$ cat config.mk
export PLATFORM = sky130hd
export DESIGN_NAME = adder_result_stage
export DESIGN_NICKNAME = d
export VERILOG_FILES = /design/src/rtl/adder_result_stage.sv
export SDC_FILE = /design/constraint.sdc
export NUM_CORES = 1
export LEC_CHECK = 0
export ABC_CLOCK_PERIOD_IN_PS = 3000
export CORE_ASPECT_RATIO = 2
export CORE_MARGIN = 3
export CORE_UTILIZATION = 35
export DETAILED_ROUTE_END_ITERATION = 6
export PLACE_DENSITY = 0.69
export SKIP_LAST_GASP = 1
export SYNTH_ARGS = -nofsm -noshare
export SYNTH_HDL_FRONTEND = slang
export SYNTH_SLANG_ARGS = --single-unit
$ cat constraint.sdc
create_clock -name clk -period 3 [get_ports clk]
set_clock_uncertainty 0.1 [all_clocks]
set_input_delay 0.3 -clock clk [delete_from_list [all_inputs] [get_ports clk]]
set_output_delay 0.3 -clock clk [all_outputs]
set_load 0.1 [all_outputs]
$ cat src/rtl/adder_result_stage.sv
// Two-entry skid buffer behind the EX adder. It derives NZCV for each entry and commits NZCV to the flag register when a flag-setting entry is popped.
// Optional build macro FLAGS_BYPASS_EN: the committing flags appear on flag_n/z/c/v combinationally during the pop cycle.
module adder_result_stage #(
    parameter int WIDTH = 64
) (
    input  logic             clk,
    input  logic             reset_n,
    input  logic             in_valid,
    output logic             in_ready,
    input  logic [WIDTH-1:0] in_sum,
    input  logic             in_carry,
    input  logic             in_overflow,
    input  logic             in_set_flags,
    output logic             out_valid,
    input  logic             out_ready,
    output logic [WIDTH-1:0] out_sum,
    output logic             out_set_flags,
    output logic             flag_n,
    output logic             flag_z,
    output logic             flag_c,
    output logic             flag_v,
    output logic             flags_wr
);

    localparam int ENT_W = WIDTH + 5;

    typedef enum logic [1:0] {
        EMPTY = 2'd0,
        ONE   = 2'd1,
        FULL  = 2'd2
    } state_t;

    state_t           state_q, state_d;
    logic             head_q, head_d;
    logic             tail_q, tail_d;
    logic [3:0]       nzcv_q, nzcv_d;
    logic             flags_wr_q, flags_wr_d;

    logic             push, pop, commit;
    logic [ENT_W-1:0] ent_in;
    logic [ENT_W-1:0] ent_all [2];
    logic [ENT_W-1:0] head_ent;
    logic [3:0]       head_nzcv;
    logic             head_set;
    logic [3:0]       flags_vis;

    // Handshake qualifiers come only from the registered occupancy state.
    assign in_ready  = (state_q != FULL);
    assign out_valid = (state_q != EMPTY);
    assign push      = in_valid & in_ready;
    assign pop       = out_valid & out_ready;

    // Entry layout: {sum, n, z, c, v, set_flags}
    assign ent_in = {in_sum, in_sum[WIDTH-1], (in_sum == '0), in_carry, in_overflow, in_set_flags};

    for (genvar gi = 0; gi < 2; gi++) begin : g_entry
        localparam logic IDX = (gi == 1);
        logic [ENT_W-1:0] ent_q;

        always_ff @(posedge clk) begin
            if (push && (tail_q == IDX)) begin
                ent_q <= ent_in;
            end
        end

        assign ent_all[gi] = ent_q;
    end

    assign head_ent  = ent_all[head_q];
    assign head_nzcv = head_ent[4:1];
    assign head_set  = head_ent[0];
    assign commit    = pop & head_set;

    always_comb begin
        state_d    = state_q;
        head_d     = head_q ^ pop;
        tail_d     = tail_q ^ push;
        nzcv_d     = nzcv_q;
        flags_wr_d = 1'b0;

        case (state_q)
            EMPTY: if (push) state_d = ONE;
            ONE: begin
                if (push && !pop)      state_d = FULL;
                else if (pop && !push) state_d = EMPTY;
            end
            FULL:  if (pop) state_d = ONE;
            default: state_d = EMPTY;
        endcase

        if (commit) begin
            nzcv_d     = head_nzcv;
            flags_wr_d = 1'b1;
        end
    end

    always_ff @(posedge clk or negedge reset_n) begin
        if (!reset_n) begin
            state_q    <= EMPTY;
            head_q     <= 1'b0;
            tail_q     <= 1'b0;
            nzcv_q     <= 4'b0000;
            flags_wr_q <= 1'b0;
        end else begin
            state_q    <= state_d;
            head_q     <= head_d;
            tail_q     <= tail_d;
            nzcv_q     <= nzcv_d;
            flags_wr_q <= flags_wr_d;
        end
    end

    // Storage is never reset, so the head is masked while the buffer is empty.
    assign out_sum       = out_valid ? head_ent[ENT_W-1:5] : '0;
    assign out_set_flags = out_valid & head_set;
    assign flags_wr      = flags_wr_q;

`ifdef FLAGS_BYPASS_EN
    assign flags_vis = commit ? head_nzcv : nzcv_q;
`else
    assign flags_vis = nzcv_q;
`endif

    assign {flag_n, flag_z, flag_c, flag_v} = flags_vis;

endmodule

==> results of run 1 <==
[power by group through the flow]
stage	Sequential, uW	Combinational, uW	Clock [uW]
final	2860	4360	2160
after global routing	2910	4530	2290
after CTS	2870	4420	2220
after detailed placement	2910	4410	0
after global placement	2890	4390	0
after floorplan	3040	3300	0
[sequential cells by signal, indices dropped and copies added (netlist names)]
signal and flops:
g_entry.ent_q 136, flags_vis 4, state_q 2, flags_wr 1, head_q 1, tail_q 1
[routing by layer]
| metal | up-vias | wire, um | track usage, % |
|---|---|---|---|
| met5 | - | 0 | 0 |
| met4 | 0 | 308 | 6.90 |
| met3 | 16 | 482 | 3.24 |
| met2 | 96 | 7450 | 27.8 |
| met1 | 1662 | 4610 | 15.1 |
| li1 | 1579 | - | - |
[critical path, cell delays in order, from the launching register on]
cell and delay (ns):
dfrtp_4 0.67, buf_4 0.44, mux2i_1 0.14, nor2_1 0.18, buf_4 0.33
[cell usage in the layout, fill, tap and decap left out, drive strengths merged]
cell type	n
a21oi	3
a31oi	1
and2	2
and3	1
buf	79
bufinv	3
clkbuf	18
clkdlybuf4s50	70
clkinv	5
clkinvlp	2
dfrtp	9
edfxtp	136
ha	2
inv	7
mux2	7
mux2i	65
nand2	1
nand2b	1
nand3b	1
nand4	4
nor2	65
nor3b	1
nor4	17
o22ai	1
xnor2	1
[cells in the mapped netlist (all sizes together)]
library cell / n
ha: 2
nor3b: 1
dfrtp: 9
clkbuf: 6
a31oi: 1
mux2i: 65
nand2: 1
nand3b: 1
inv: 3
o22ai: 1
nand2b: 1
nor4: 17
edfxtp: 136
and2: 2
nand4: 4
and3: 1
a21oi: 3
xnor2: 1
mux2: 7
buf: 10
nor2: 65
[area by class of cell]
class,count,area (um^2)
Timing Repair Buffer,149,1330
Sequential cell,145,4310
Multi-Input combinational cell,173,1260
Tap cell,201,251
Fill cell,1350,8000
Clock buffer,18,429
Inverter,3,11.3
Clock inverter,14,179
[how the worst max path moves through the flow]
stage,slack (ns),endpoint,from
finish,0.42,out_sum[45],head_q
global route,0.28,out_sum[51],head_q
CTS,0.35,out_sum[45],head_q
detailed placement,0.57,g_entry[0].ent_q[3],in_sum[3]
global placement,0.65,g_entry[0].ent_q[3],in_sum[3]
floorplan,-0.63,g_entry[1].ent_q[0],state_q[0]
[kinds of logic after synthesis]
kind of cell	after synthesis	synth area share (%)
flops	145	76.3
simple gates	93	7.51
mux	72	13.2
buf+inv	19	1.91
compound gates	5	0.488
fa+ha+maj	2	0.443
xor+xnor	1	0.155
[stage by stage]
stage | instances | setup slack [ns]
2_1_floorplan | 337 | -0.627
3_3_place_gp | 671 | 0.646
3_5_place_dp | 671 | 0.573
4_1_cts | 703 | 0.346
5_1_grt | 703 | 0.282
6_report | 703 | 0.417
==> run_results.csv, run 1 <==
group,metric,value,unit
outcome,status,"finished, final reports clean",
drt,drtIter0Drc,168,
clock_tree,cts_inserted_buffers,17,
setup_path,path_class,"reg -> out",
cells_and_area,final_core_util,49.3,%
sta,fin_setup_tns,0,ns
synth,synthDistinctLibCells,25,
power,clockPowerShare,23.0,%
floorplan,die_area,17800,um^2
sta,rsz0062_at_grt,"false",
power,swShare,46.6,%
synth,ys_ff_latch,145,
clock_tree,hold_buffers,0,
drt,drcViolationCount,0,
sta,clock.fmax,0.387,GHz
placed_design,gp_congestion,0.719,
setup_path,reg2reg_from,"state_q[1]",
grt,first_global_vias,3592,
power,comb_power_share,46.5,%
drt,ant_nets,0,
clock_tree,cts_resized,0,
synth,synthesis.nets,410,
drt,num_vias,3353,
setup_path,crit_path_end_kind,"output pin",
clock_tree,cts_tree,"built",
cells_and_area,num-nets-final,562,
clock_tree,clock_path_buffers,2,
floorplan,start_util,35.8,%
setup_path,r2r-end,"flags_vis[1]",
floorplan,die_width,95.8,um
grt,grt_max_degree,69,
grt,antenna_found_initial,0,
setup_path,r2r_cells,5,
floorplan,pin_count,143,
placed_design,placed_area,7170,um^2
setup_path,critPathLaunchType,"flip-flop",
power,p_total,9380,uW
job,maxCapViolations,0,
clock_tree,root_buffer,"clkbuf_16",
setup_path,crit_required,2.60,ns
synth,yosysTopAreaCellShare,72.3,%
synth,synth_seq_area_share,76.3,%
power,ir_drop,661,uV
power,p_switching,4370,uW
setup_path,r2r_setup_slack,1.11,ns
hold_path,hp-class,"in -> async",
synth,synth-warning-count,0,
drt,detail_route.wl_per_cell,18.3,um
power,p_leak,0.00297,uW
sta,final-setup-viol-count,0,
clock_tree,clk_pin_slew,0.06,ns
grt,grt_pass1_wl,19.2,mm
placed_design,port_buffers,142,
drt,wl,12.8,mm
power,seq_power_share,30.5,%
power,pwr_density_cell,1210,nW/um^2
sta,report.final.slew_viol_count,0,
sta,slew_headroom,62.0,%
setup_path,crit_fanout,22,
synth,synth.cell_area,5650,um^2
synth,syn_avg_cell_area,16.8,um^2
clock_tree,post-cts-setup-buffers,0,
sta,hold_viol,0,
cells_and_area,stdcell_area,7780,um^2
placed_design,place.detailed.hpwl,8.70,mm
sta,fin_crit_sh,86.1,%
synth,synth_cells,337,
sta,hold_slack,0.0925,ns
clock_tree,cts_max_level,4,
setup_path,arrival,2.18,ns
clock_tree,clock-sinks,145,
cells_and_area,drive_above_1_share,24.1,%
floorplan,core.rowCount,65,
synth,synth_area_leader_cell,"edfxtp_1",
clock_tree,clkLatencyLatePin,0.41,ns
floorplan,core,15800,um^2
cells_and_area,syn2layout_area_growth,37.7,%
power,internal_power,5010,uW
synth,synth_area_leaders,"edfxtp_1 (72%), mux2i_1 (12%), nor2_1 (4.3%)",
sta,worstMarginPinSlew,0.565,ns
grt,grt.total_usage,14.8,%
grt,grt_overflow_total,0,
drt,drt-vias-per-instance,4.77,
floorplan,die_h,186,um
drt,first_pass_iters,4,
cells_and_area,antenna-diode-count,0,
sta,period_needed,2.58,ns
Note: power is estimated with default switching activity, not from simulation.
==> run 2, diff against run 1 <==
Settings changed: PLACE_DENSITY 0.69 to 0.65.
==> run_results.csv, run 2 (synthesis results as in run 1) <==
group,metric,value,unit
outcome,status,"finished, final reports clean",
sta,fin_crit_sh,83.1,%
placed_design,gp_congestion,0.750,
floorplan,die_h,186,um
drt,wl,12.3,mm
sta,worstMarginPinSlew,0.606,ns
setup_path,r2r_cells,4,
cells_and_area,drive_above_1_share,24.4,%
clock_tree,hold_buffers,0,
clock_tree,cts_max_level,4,
floorplan,start_util,35.8,%
grt,grt.total_usage,14.2,%
cells_and_area,layout_common_cells,"edfxtp_1 (136), buf_4 (79), clkdlybuf4s50_1 (70)",
drt,ant_nets,0,
floorplan,die_width,95.8,um
floorplan,pin_count,143,
floorplan,core.rowCount,65,
placed_design,place_ws,0.649,ns
clock_tree,root_buffer,"clkbuf_16",
clock_tree,cts_resized,0,
drt,drt-vias-per-instance,4.75,
floorplan,core,15800,um^2
drt,first_pass_iters,6,
sta,fin_setup_tns,0,ns
setup_path,crit_path_end_kind,"output pin",
cells_and_area,syn2layout_area_growth,37.5,%
floorplan,die_area,17800,um^2
grt,grt_pass1_wl,18.5,mm
job,maxCapViolations,0,
grt,grt_overflow_total,0,
sta,slew_headroom,59.2,%
drt,drcViolationCount,0,
setup_path,crit_fanout,26,
sta,clock.fmax,0.401,GHz
setup_path,critPathLaunchType,"flip-flop",
sta,period_needed,2.49,ns
drt,detail_route.wl_per_cell,17.5,um
clock_tree,clock-sinks,145,
sta,fin_ws,0.508,ns
clock_tree,clk_pin_slew,0.06,ns
setup_path,crit_required,2.60,ns
clock_tree,clkLatencyLatePin,0.40,ns
hold_path,hp-class,"in -> async",
grt,grt_max_degree,41,
grt,antenna_found_initial,0,
cells_and_area,num-nets-final,564,
clock_tree,clock_path_buffers,2,
sta,rsz0062_at_grt,"false",
clock_tree,post-cts-setup-buffers,0,
sta,final-setup-viol-count,0,
setup_path,path_class,"reg -> out",
clock_tree,cts_tree,"built",
placed_design,port_buffers,142,
drt,num_vias,3348,
sta,report.final.slew_viol_count,0,
grt,first_global_vias,3616,
placed_design,place.detailed.hpwl,8.71,mm
cells_and_area,largest_reg_flops,136,
sta,hold_viol,0,
drt,drtIter0Drc,116,
cells_and_area,largest_register,"g_entry.ent_q",
cells_and_area,layout_commonest_cell,"edfxtp_1",
setup_path,arrival,2.09,ns
cells_and_area,antenna-diode-count,0,
clock_tree,cts_inserted_buffers,17,
==> run 2: cell types whose count changed in the layout (fill, tap and decap cells not counted), sizes merged <==
| cell | previous run | this run |
|---|---|---|
| clkinv | 5 | 9 |
| buf | 79 | 81 |
| inv | 7 | 4 |
| clkbuf | 18 | 17 |
==> run 2: critical path, cell delays in order (launching register included) <==
cell     delay (ns)
dfrtp_4        0.70
buf_4          0.38
mux2i_1        0.12
nor2_1         0.14
buf_4          0.32
==> run 2: metrics by stage <==
stage | area (um^2) | util, % | hold WS, ns | cells
6_report | 7760 | 49.2 | 0.102 | 705
5_1_grt | 7760 | 49.2 | 0.112 | 705
4_1_cts | 7760 | 49.2 | 0.0984 | 705
3_5_place_dp | 7170 | 45.5 | 0.413 | 673
3_3_place_gp | 7170 | 45.5 | 0.405 | 673
2_1_floorplan | 5650 | - | -0.0956 | 337
==> run 2: layer usage <==
| metal | part of all wire [%] | vias up | routed length [um] | global-route usage [%] |
|---|---|---|---|---|
| li1 | - | 1591 | - | - |
| met1 | 35 | 1656 | 4320 | 13.7 |
| met2 | 58 | 91 | 7190 | 27.0 |
| met3 | 4.7 | 10 | 577 | 3.92 |
| met4 | 1.9 | 0 | 231 | 6.16 |
| met5 | 0 | - | 0 | 0 |
==> run 2: area by class of cell <==
class	instances	area [um^2]
fill	1390	8010
multi-input combinational	173	1260
clock buffer	17	425
sequential	145	4310
timing repair buffer	151	1330
clock inverter	15	168
tap	201	251
inverter	3	11.3
==> run 2: final timing paths <==
path,from,endpoint,slack [ns]
worst max register to register,state_q[0],g_entry[1].ent_q[8],0.94
max in group asynchronous,reset_n,head_q,2.36
worst max-delay path,head_q,out_sum[28],0.51
worst min register to register,flags_vis[0],flags_vis[0],0.42
min in group clk,in_carry,g_entry[0].ent_q[2],0.38
worst min-delay path,reset_n,state_q[0],0.10
Power of run 2 is left out: the tool's default activity adds up to more than one toggle a clock period on the data nets, which glitch-free logic cannot reach.
